--- config.mk ---
export PLATFORM = sky130hd
export DESIGN_NAME = adder_pipe
export DESIGN_NICKNAME = d
export VERILOG_FILES = /design/src/rtl/adder_pkg.sv /design/src/rtl/add_chunk.sv /design/src/rtl/adder_pipe.sv
export SDC_FILE = /design/constraint.sdc
export NUM_CORES = 1
export LEC_CHECK = 0
export CAP_MARGIN = 20
export CORE_UTILIZATION = 56
export CTS_BUF_LIST = sky130_fd_sc_hd__clkbuf_8
export CTS_CLUSTER_SIZE = 25
export DETAILED_ROUTE_END_ITERATION = 10
export GPL_ROUTABILITY_DRIVEN = 0
export PLACE_DENSITY = 0.87
export REMOVE_ABC_BUFFERS = 1
export SLEW_MARGIN = 20
export SYNTH_ARGS = -nofsm -noshare
export SYNTH_HDL_FRONTEND = slang
export SYNTH_SLANG_ARGS = --single-unit
--- constraint.sdc ---
create_clock -name clk -period 3 [get_ports clk]
set_input_delay 0.75 -clock clk [delete_from_list [all_inputs] [get_ports clk]]
set_output_delay 0.75 -clock clk [all_outputs]
set_load 0.01 [all_outputs]
--- src/rtl/adder_pkg.sv ---
// Shared helpers for the pipelined adder: chunk sizing and configuration legality.
package adder_pkg;

  // Bits added per pipeline stage.
  function automatic int unsigned chunk_w(input int unsigned width, input int unsigned stages);
    return (stages == 0) ? 0 : width / stages;
  endfunction

  // A configuration is legal when the width splits evenly into 1..width stages.
  function automatic bit cfg_ok(input int unsigned width, input int unsigned stages);
    return (stages != 0) && (stages <= width) && ((width % stages) == 0);
  endfunction

endpackage

--- src/rtl/add_chunk.sv ---
// Combinational W-bit ripple-carry adder built from full-add cells.
//   a, b   : W-bit operands
//   cin    : carry into bit 0
//   s      : W-bit sum
//   cout   : carry out of bit W-1
//   c_msb  : carry into bit W-1 (used for signed overflow detection)
module add_chunk #(
  parameter int unsigned W = 4
) (
  input  logic [W-1:0] a,
  input  logic [W-1:0] b,
  input  logic         cin,
  output logic [W-1:0] s,
  output logic         cout,
  output logic         c_msb
);

  logic [W:0] c;

  // Full-add cell per bit, carry rippling upward.
  always_comb begin
    c    = '0;
    s    = '0;
    c[0] = cin;
    for (int i = 0; i < int'(W); i++) begin
      s[i]     = a[i] ^ b[i] ^ c[i];
      c[i + 1] = (a[i] & b[i]) | (c[i] & (a[i] ^ b[i]));
    end
  end

  assign cout  = c[W];
  assign c_msb = c[W - 1];

endmodule

--- src/rtl/adder_pipe.sv ---
// Pipelined ripple-carry adder: a WIDTH-bit add split into STAGES chunks, one chunk
// per register stage, carry passed stage to stage. Valid/ready on both sides with
// full backpressure; bubbles collapse.
// Optional feature macro: ADDER_PIPE_OVF_EN adds the signed-overflow output ovf.
// Ports:
//   clk, rst_n          : clock, asynchronous active-low reset
//   in_valid / in_ready : operand handshake (in_ready depends only on state and out_ready)
//   a, b, cin           : operands and carry-in
//   out_valid/out_ready : result handshake; q/cout/ovf held while stalled
//   q, cout             : (a+b+cin) mod 2^WIDTH and carry out
//   ovf                 : signed overflow (ADDER_PIPE_OVF_EN only)
module adder_pipe
  import adder_pkg::*;
#(
  parameter int unsigned WIDTH  = 16,
  parameter int unsigned STAGES = 4
) (
  input  logic             clk,
  input  logic             rst_n,
  input  logic             in_valid,
  output logic             in_ready,
  input  logic [WIDTH-1:0] a,
  input  logic [WIDTH-1:0] b,
  input  logic             cin,
  output logic             out_valid,
  input  logic             out_ready,
  output logic [WIDTH-1:0] q,
`ifdef ADDER_PIPE_OVF_EN
  output logic             cout,
  output logic             ovf
`else
  output logic             cout
`endif
);

  localparam int unsigned CHUNK = chunk_w(WIDTH, STAGES);

  if (!cfg_ok(WIDTH, STAGES)) begin : g_bad_cfg
    $fatal(1, "adder_pipe: WIDTH must be a multiple of STAGES, 1 <= STAGES <= WIDTH");
  end

  // Stage registers: operands are shifted down by CHUNK per stage so each stage
  // always adds the low CHUNK bits of what it receives.
  logic [STAGES-1:0]            v_r;
  logic [STAGES-1:0]            c_r;
  logic [STAGES-1:0][WIDTH-1:0] s_r;
  logic [STAGES-1:0][WIDTH-1:0] a_r;
  logic [STAGES-1:0][WIDTH-1:0] b_r;

  // Per-stage inputs and combinational results.
  logic [STAGES-1:0]            v_in;
  logic [STAGES-1:0]            c_in;
  logic [STAGES-1:0][WIDTH-1:0] a_in;
  logic [STAGES-1:0][WIDTH-1:0] b_in;
  logic [STAGES-1:0][WIDTH-1:0] s_in;
  logic [STAGES-1:0][WIDTH-1:0] s_nxt;
  logic [STAGES-1:0][CHUNK-1:0] sum_k;
  logic [STAGES-1:0]            c_out;
  logic [STAGES-1:0]            c_msb;
  logic [STAGES:0]              rdy;

  // Ready chain from the output backwards: a stage can load if empty or if its successor moves.
  always_comb begin
    rdy         = '0;
    rdy[STAGES] = out_ready;
    for (int k = int'(STAGES) - 1; k >= 0; k--) begin
      rdy[k] = !v_r[k] || rdy[k + 1];
    end
  end

  assign in_ready = rdy[0];

  for (genvar k = 0; k < int'(STAGES); k++) begin : g_stage
    if (k == 0) begin : g_first
      assign v_in[k] = in_valid;
      assign c_in[k] = cin;
      assign a_in[k] = a;
      assign b_in[k] = b;
      assign s_in[k] = '0;
    end else begin : g_next
      assign v_in[k] = v_r[k - 1];
      assign c_in[k] = c_r[k - 1];
      assign a_in[k] = a_r[k - 1];
      assign b_in[k] = b_r[k - 1];
      assign s_in[k] = s_r[k - 1];
    end

    add_chunk #(.W(CHUNK)) u_add (
      .a     (a_in[k][CHUNK-1:0]),
      .b     (b_in[k][CHUNK-1:0]),
      .cin   (c_in[k]),
      .s     (sum_k[k]),
      .cout  (c_out[k]),
      .c_msb (c_msb[k])
    );

    // Merge this chunk into the accumulated partial sum at its bit position.
    assign s_nxt[k] = s_in[k] | (WIDTH'(sum_k[k]) << (CHUNK * k));
  end

  // Stage registers; data only updates when a valid beat is loaded.
  always_ff @(posedge clk or negedge rst_n) begin
    if (!rst_n) begin
      v_r <= '0;
      c_r <= '0;
      s_r <= '0;
      a_r <= '0;
      b_r <= '0;
    end else begin
      for (int k = 0; k < int'(STAGES); k++) begin
        if (rdy[k]) begin
          v_r[k] <= v_in[k];
          if (v_in[k]) begin
            s_r[k] <= s_nxt[k];
            c_r[k] <= c_out[k];
            a_r[k] <= a_in[k] >> CHUNK;
            b_r[k] <= b_in[k] >> CHUNK;
          end
        end
      end
    end
  end

  assign out_valid = v_r[STAGES-1];
  assign q         = s_r[STAGES-1];
  assign cout      = c_r[STAGES-1];

`ifdef ADDER_PIPE_OVF_EN
  logic ovf_r;

  // Signed overflow: carry into MSB differs from carry out of MSB.
  always_ff @(posedge clk or negedge rst_n) begin
    if (!rst_n) begin
      ovf_r <= 1'b0;
    end else if (rdy[STAGES-1] && v_in[STAGES-1]) begin
      ovf_r <= c_msb[STAGES-1] ^ c_out[STAGES-1];
    end
  end

  assign ovf = ovf_r;
`endif

  // Last-stage operand remainders and intermediate MSB carries have no consumer.
  logic unused_bits;
  assign unused_bits = ^{a_r[STAGES-1], b_r[STAGES-1], c_msb};

endmodule

==> results.yml, run 1 <==
die:
  start_util_pct: 58.6
  rows: 30
  die_w_um: 86.8
  pin_count: 56
  fp.dieArea_mm2: 0.00753
  core_mm2: 0.00687
  die-height_um: 86.8
global_route:
  antenna_found_initial: 0
  use_met3_pct: 4.38
  gr-usage-met1_pct: 25.3
  grt_busiest_layer: "met2"
  grt_max_degree: 56
  use_met2_pct: 34.6
  grt_pass1_vias: 2405
  grt_usage_pct: 20.2
  grt_overflow: 0
  grt_pass1_wl_um: 11200
worst_setup_path:
  cp-end-kind: "output port"
  start_kind: "input port"
  worstRegToRegCells: 8
  rr_endpoint: "s_in[39]"
  cpPeakStageDelay_ns: 0.54
  cp_top_family: "buffers and inverters"
  slowest_stage: "clkdlybuf4s50_1"
  path_cells: "clkdlybuf4s50_1 -> and4b_1 -> nand2_1 -> clkdlybuf4s50_1"
  crit_fanout: 4
  rrSetupSlack_ns: 0.71
  r2r-start: "a_in[16]"
  crit_top_cell: "clkdlybuf4s50_1"
  crit_type: "input port to output port"
  crit_buf_inv: 2
  worstPathArrival_ns: 2.11
  cp.required_ns: 2.25
cells_and_area:
  final_common_cell: "dfrtp_1"
  design_area_mm2: 0.00488
  area_growth_pct: 21.1
  utilization_pct: 71.0
  drive_gt1_share_pct: 27.9
  stdcell_count: 433
  antenna_cells: 0
  nets: 385
  layout_common_cells: "96 x dfrtp_1, 71 x mux2_2, 54 x clkdlybuf4s50_1"
timing:
  post-route-min-period_ns: 2.86
  skew_ns: 0.00845
  max_freq_mhz: 349
  tns_ns: 0
  relSlewSlack_pct: 61.0
  setup_viol: 0
  timing.final.hold_violations: 0
  worst_slew_pin_slew_ns: 0.583
  drv_slew: 0
  timing.final.ws_setup_ns: 0.135
  hold_ws_ns: 0.366
  post-route-period-util_pct: 95.5
  grt_setup_unrepaired: "no"
run_status:
  status: "finished, final reports clean"
placement:
  placed_area_mm2: 0.00471
  dp_cells: 417
  dpl_worst_slack_ns: 0.0144
  portBuffers: 55
  dp_hpwl_um: 4650
flow_run:
  drv_cap: 0
power_and_ir_drop:
  finalPower_mw: 3.91
  power_density_mw_per_mm2: 802
  p_leak_nw: 2.22
  peakVddDrop_uv: 279
logic_synthesis:
  synth.distinct_cells: 17
  synth_cells: 268
  yosysWarningCount: 0
  syn_area_mm2: 0.00403
  postSynthAreaPerCell_um2: 15.0
  synth-seq-cells: 96
  seq_area_frac_synth_pct: 59.7
detailed_routing:
  wl_um: 6410
  avgViaCountPerCell: 5.00
  vias: 2167
  drc: 0
  avgRoutedWirePerCell_um: 14.8
  firstDrtPassIters: 4
  first_iter_violations: 88
  antenna_left: 0
clock_tree:
  cts_resized: 0
  clk_latency_ns: 0.35
  clkTransAtPathRegs_ns: 0.08
  post_cts_buffers: 0
  clockBufferDepth: 2
  cts.htree.levels: 3
  cts-root-buf: "clkbuf_8"
  cts_tree: "yes"
  cts-hold-fix-buffers: 0
  clock-sinks: 96
  numCtsBuffers: 9
hold_path:
  hp-class: "input port to async pin"
## Yosys cell counts
library cell   n  area [um2]
dfrtp_1       96        2400
mux2_2        71         800
inv_1         38         143
fa_1          16         320
o21ai_0       10        50.1
mux2i_1        9        90.1
mux2_1         7        78.8
buf_2          4        20.0
nand2_1        4        15.0
nand2b_1       4        25.0
buf_4          3        22.5
and4b_1        1        10.0
buf_6          1        11.3
nand2_2        1        6.26
nand3b_1       1        7.51
nand4b_2       1        15.0
o21ai_2        1        8.76
## area by class of cell
| cell class | instances | area, um2 |
|---|---|---|
| flip-flops and latches | 96 | 2400 |
| fillers | 466 | 1990 |
| multi-input cells | 126 | 1430 |
| repair buffers | 61 | 618 |
| inverters | 38 | 143 |
| clock buffers | 10 | 138 |
| well taps | 96 | 120 |
| clock inverters | 6 | 28.8 |
## flip-flops by register name (all words and copies together) (netlist names)
name / cells
a_in: 24
b_in: 24
c_r: 4
q: 16
s_in: 24
v_r: 4
## per-layer routing
| metal | share of wire [%] | vias up |
|---|---|---|
| met3 | 2.9 | 13 |
| met2 | 54 | 40 |
| met4 | 1.8 | 0 |
| met1 | 42 | 1108 |
| met5 | 0 | - |
| li1 | - | 1006 |
## how the worst max path moves through the flow
stage / from / endpoint / depth (start not counted)
6_report: out_ready / in_ready / 4
5_1_grt: out_ready / in_ready / 4
4_1_cts: out_ready / in_ready / 4
3_5_place_dp: a[0] / s_in[19] / 9
3_3_place_gp: a[0] / s_in[19] / 9
2_1_floorplan: a[0] / s_in[19] / 8
## report_power, final
part           leakage (nW)  internal (mW)  switching, mW  total, mW
clock                0.0958          0.312          0.410      0.722
sequential             1.12           1.74          0.237       1.97
combinational         0.997          0.726          0.490       1.22
total                  2.22           2.77           1.14       3.91
## kinds of logic (layout without fill, tap and decap cells)
kind of cell | after synthesis | in the layout | share of synthesized area, %
AND/OR/NAND/NOR | 12 | 12 | 1.96
adder cells (fa/ha/maj) | 16 | 16 | 7.96
multiplexers | 87 | 87 | 24.1
flip-flops | 96 | 96 | 59.7
AO/OA/AOI/OAI | 11 | 11 | 1.46
buffers and inverters | 46 | 115 | 4.88
Power figures use the tool's default switching activity.
==> run 2: changes to the inputs <==
--- a/config.mk
+++ b/config.mk
@@ -6,12 +6,12 @@
 export NUM_CORES = 1
 export LEC_CHECK = 0
 export CAP_MARGIN = 20
-export CORE_UTILIZATION = 56
-export CTS_BUF_LIST = sky130_fd_sc_hd__clkbuf_8
+export CORE_UTILIZATION = 54
+export CTS_BUF_LIST = sky130_fd_sc_hd__clkbuf_16
 export CTS_CLUSTER_SIZE = 25
 export DETAILED_ROUTE_END_ITERATION = 10
 export GPL_ROUTABILITY_DRIVEN = 0
-export PLACE_DENSITY = 0.87
+export PLACE_DENSITY = 0.85
 export REMOVE_ABC_BUFFERS = 1
 export SLEW_MARGIN = 20
 export SYNTH_ARGS = -nofsm -noshare
==> run 2 against run 1 <==
Against the previous run: flip-flop and latch count did not move; combinational power barely moved; sequential power barely moved; non-clock buffer count rose by 1; largest power group unchanged.
==> results.yml, run 2 (synthesis results as in run 1) <==
worst_setup_path:
  path_cells: "clkdlybuf4s50_1 -> and4b_1 -> nand2_1 -> clkdlybuf4s50_1"
  crit_buf_inv: 2
  rrSetupSlack_ns: 0.80
  cp_top_family: "buffers and inverters"
  start_kind: "input port"
  slowest_stage: "clkdlybuf4s50_1"
  cpPeakStageDelay_ns: 0.54
  crit_fanout: 4
  cp.required_ns: 2.25
  cp-end-kind: "output port"
  worstPathArrival_ns: 2.14
  crit_top_cell: "clkdlybuf4s50_1"
  crit_type: "input port to output port"
detailed_routing:
  avgRoutedWirePerCell_um: 15.3
  avgViaCountPerCell: 5.05
  met3_wirelength_um: 177
  dr_wl_met2_um: 3610
  highest_layer: "met4"
  antenna_left: 0
  drc: 0
  first_iter_violations: 85
  wl_met1_um: 2760
  vias: 2207
  firstDrtPassIters: 4
  wl_um: 6670
clock_tree:
  clockBufferDepth: 2
  post_cts_buffers: 0
  cts.htree.levels: 3
  cts-hold-fix-buffers: 0
  cts_tree: "yes"
  clk_latency_ns: 0.33
  cts-root-buf: "clkbuf_16"
  cts_resized: 0
  clock-sinks: 96
  numCtsBuffers: 9
  clkTransAtPathRegs_ns: 0.06
placement:
  dp_hpwl_um: 4560
  placed_area_mm2: 0.00473
  portBuffers: 55
cells_and_area:
  n_fill_cell: 508
  final_common_cell: "dfrtp_1"
  area_growth_pct: 24.4
  drive_gt1_share_pct: 27.5
  design_area_mm2: 0.00501
  antenna_cells: 0
  layout_common_cells: "96 x dfrtp_1, 71 x mux2_2, 54 x clkdlybuf4s50_1"
  nets: 386
die:
  core_mm2: 0.00721
  fp.dieArea_mm2: 0.00780
  die-height_um: 88.3
  rows: 31
  start_util_pct: 55.8
  die_w_um: 88.3
  pin_count: 56
global_route:
  grt_max_degree: 60
  antenna_found_initial: 0
  grt_pass1_wl_um: 11500
  grt_overflow: 0
  grt_usage_pct: 20.1
  grt_pass1_vias: 2438
power_and_ir_drop:
  peakVddDrop_uv: 362
  power_density_mw_per_mm2: 853
  finalPower_mw: 4.27
  p_leak_nw: 2.27
timing:
  tns_ns: 0
  grt_setup_unrepaired: "no"
  worst_slew_pin_slew_ns: 0.477
  setup_viol: 0
  relSlewSlack_pct: 68.2
  post-route-period-util_pct: 96.5
  drv_slew: 0
  max_freq_mhz: 346
  timing.final.hold_violations: 0
  post-route-min-period_ns: 2.89
  skew_ns: 0.00396
flow_run:
  drv_cap: 0
hold_path:
  hp-class: "input port to async pin"
run_status:
  status: "finished, final reports clean"
run 2: routing by layer:
layer	GRT usage, %	vias to the layer above
met4	7.48	0
met5	0	-
met3	4.38	9
li1	-	1013
met2	35.6	34
met1	24.3	1151
run 2: per-stage QoR:
step	instances	util (%)	hold WS [ns]	setup slack, ns
after global routing	437	69.4	0.414	0.0506
after detailed placement	421	65.5	0.482	0.0148
final	437	69.4	0.381	0.106
after floorplan	260	-	0.454	0.600
after CTS	437	69.4	0.393	0.116
after global placement	421	65.5	0.471	0.119
run 2: where the power goes:
| group | switching, mW | internal [mW] | total (mW) |
|---|---|---|---|
| Clock | 0.431 | 0.629 | 1.06 |
| Combinational | 0.495 | 0.731 | 1.23 |
| Sequential | 0.243 | 1.74 | 1.98 |
run 2: area by class of cell:
cell class,instances,area (um2),area share [%]
Sequential cell,96,2400,48.0
Multi-Input combinational cell,126,1430,28.6
Timing Repair Buffer,62,626,12.5
Clock buffer,9,225,4.50
Inverter,38,143,2.85
Tap cell,99,124,2.47
Clock inverter,7,53.8,1.07
run 2: final timing paths:
path,from,end,cells past startpoint
max,out_ready,in_ready,4
min,rst_n,b_in[39],1
max reg2reg,a_in[16],s_in[39],8
min reg2reg,b_in[22],b_in[22],1
max in group asynchronous,rst_n,q[4],2
min in group clk,b_in[22],b_in[22],1
run 2: worst register-to-register path: stages (launching register included):
cell	delay (ns)
dfrtp_1	0.40
fa_1	0.44
inv_1	0.09
fa_1	0.17
inv_1	0.05
fa_1	0.36
inv_1	0.07
fa_1	0.40
o21ai_0	0.15
==> run 3: changes to the inputs <==
--- a/config.mk
+++ b/config.mk
@@ -17,3 +17,4 @@
 export SYNTH_ARGS = -nofsm -noshare
 export SYNTH_HDL_FRONTEND = slang
 export SYNTH_SLANG_ARGS = --single-unit
+export TNS_END_PERCENT = 100
==> results of run 3 <==
No change in the layout: final DEF, timing and power equal those of run 2.
==> patch: new RTL, config.mk and constraints of run 3 <==
The parameter `STAGES` goes from 4 to 8.
--- a/src/rtl/adder_pipe.sv
+++ b/src/rtl/adder_pipe.sv
@@ -14,5 +14,5 @@
 #(
   parameter int unsigned WIDTH  = 16,
-  parameter int unsigned STAGES = 4
+  parameter int unsigned STAGES = 8
 ) (
   input  logic             clk,
Behaviour: not the same (Yosys sat finds a counterexample within 10 cycles, from zero or initial values and one cycle with rst_n low).
==> patch against run 3 <==
  * Worst setup slack improved by 21 ps
  * Wire length increased by 73%
  * Critical path type unchanged
  * Sequential share of layout area rose by 6.8 points
  * Cell area increased by 83%
  * Hold slack worse by 91 ps
  * Synthesized area rose by 93%
  * Sequential cell count grew 104
  * Power up 110%
==> patch: results (changes against run 3) <==
via count=3785 (was 2207); drt wl/cell=16.18 um (was 15.26 um); layout cells sized above 1=0.4015 (was 0.2751); vias in the first global route=4059 (was 2438); clk_lat worst skew=420 ps (was 330 ps); post_cts resized=0 (unchanged); cells after synthesis=451 (was 268); Syn. warnings=0 (unchanged); post-synthesis sequential area ratio=0.6432 (was 0.5968); clock-pin slew on the worst setup and hold paths=60 ps (about the same); fillers=969 (was 508); sw power=2.411 mW (was 1.169 mW); Final nets=573 (was 386); DR pass1 iterations=4 (unchanged); # diodes=0 (unchanged); first-pass GRT wire length=19.74 mm (was 11.52 mm); Compound-Gate Fraction of Synth Area=0.01206 (was 0.01461); mux cell area share after synthesis=0.2779 (was 0.2406); Worst slew margin=0.6856 (was 0.6817); HPWL Detailed=7.811 mm (was 4.557 mm); largest net degree at the start of global routing=61 (was 60); clk buf depth=2 (unchanged); port bufs=55 (unchanged); Slew Limit Fails=0 (unchanged); Synth async-reset ratio=1.000 (unchanged); Post-Synth Adder-Cell Area=0.04116 (was 0.07958); status=finished, final reports clean (unchanged); H-Tree Depth=4 (was 3); VDD IR max=0.5278 mV (was 0.3620 mV); Via density=5.309 (was 5.050); min-delay worst type=primary input to async pin (unchanged); dpl cells=681 (was 421); most frequent cells after synthesis=dfrtp_1, mux2_2, mux2_1 (was dfrtp_1, mux2_2, inv_1); CP max FO=3 (was 4); Initial DRC Count=158 (was 85); initial antenna violation count=0 (unchanged); largest cells by area after synthesis=dfrtp_1, mux2_2, fa_1 (unchanged); clk_skew=7.327 ps (was 3.964 ps); GRT Total Usage=0.1756 (was 0.2013); CTS Buf Count=17 (was 9); Post-CTS Setup Repair Bufs=0 (unchanged); Synth Area in XOR/XNOR=0 (unchanged); LEAKAGE=3.854 nW (was 2.267 nW); Synth cell types=22 (was 17)
[patch: cell families (layout without fill, tap and decap cells)]
| group | count (synthesis) | count (layout) |
|---|---|---|
| adders and majority gates | 16 | 16 |
| buffers and inverters | 19 | 101 |
| AOI/OAI and AO/OA | 10 | 10 |
| and+or+nand+nor | 14 | 14 |
| DFF | 200 | 200 |
| muxes | 192 | 192 |
[patch: per-stage QoR]
| step | setup slack (ps) | cell area [um2] |
|---|---|---|
| after global placement | 149.9 | 8606 |
| after detailed placement | 137.9 | 8606 |
| after global routing | 24.64 | 9144 |
| after CTS | 123.0 | 9144 |
| after floorplan | -418.3 | 7661 |
| final | 126.6 | 9144 |
[patch: final timing paths]
path | end | cells past startpoint | startpoint | slack (ps)
worst max register to register | b_in[64]$_DFFE_PN0P_ | 5 | v_r[6]$_DFFE_PN0P_ | 1200
max in group asynchronous | q[14]$_DFFE_PN0P_ | 2 | rst_n | 1930
worst min-delay path | b_in[29]$_DFFE_PN0P_ | 1 | rst_n | 290
worst min register to register | b_in[56]$_DFFE_PN0P_ | 1 | b_in[42]$_DFFE_PN0P_ | 480
min in group clk | b_in[56]$_DFFE_PN0P_ | 1 | b_in[42]$_DFFE_PN0P_ | 480
worst max-delay path | in_ready | 5 | out_ready | 130
[patch: per-layer routing]
layer  track usage  share of wire
met1        0.2119           0.43
met2        0.3065           0.53
met3       0.03371          0.026
met5             0              0
met4       0.07639          0.016
[patch: power groups by stage]
stage	Clock [mW]	Sequential, mW	Combinational (mW)
finish	2.07	4.36	2.34
global route	2.21	4.50	2.60
global placement	0	4.32	2.20
floorplan	0	4.24	1.58
CTS	2.11	4.38	2.40
detailed placement	0	4.41	2.35
[patch: worst max-delay path, stage by stage]
cell and delay [ps]:
clkdlybuf4s50_1 420, nand4b_1 220, nor2_1 180, nand2_1 70, clkdlybuf4s50_1 470
[patch: final cells by class]
class / count / area share
Multi-Input combinational cell: 232 / 0.2911
Inverter: 2 / 0.0008210
Clock buffer: 17 / 0.04652
Tap cell: 180 / 0.02463
Clock inverter: 15 / 0.01232
Timing Repair Buffer: 67 / 0.07731
Sequential cell: 200 / 0.5473
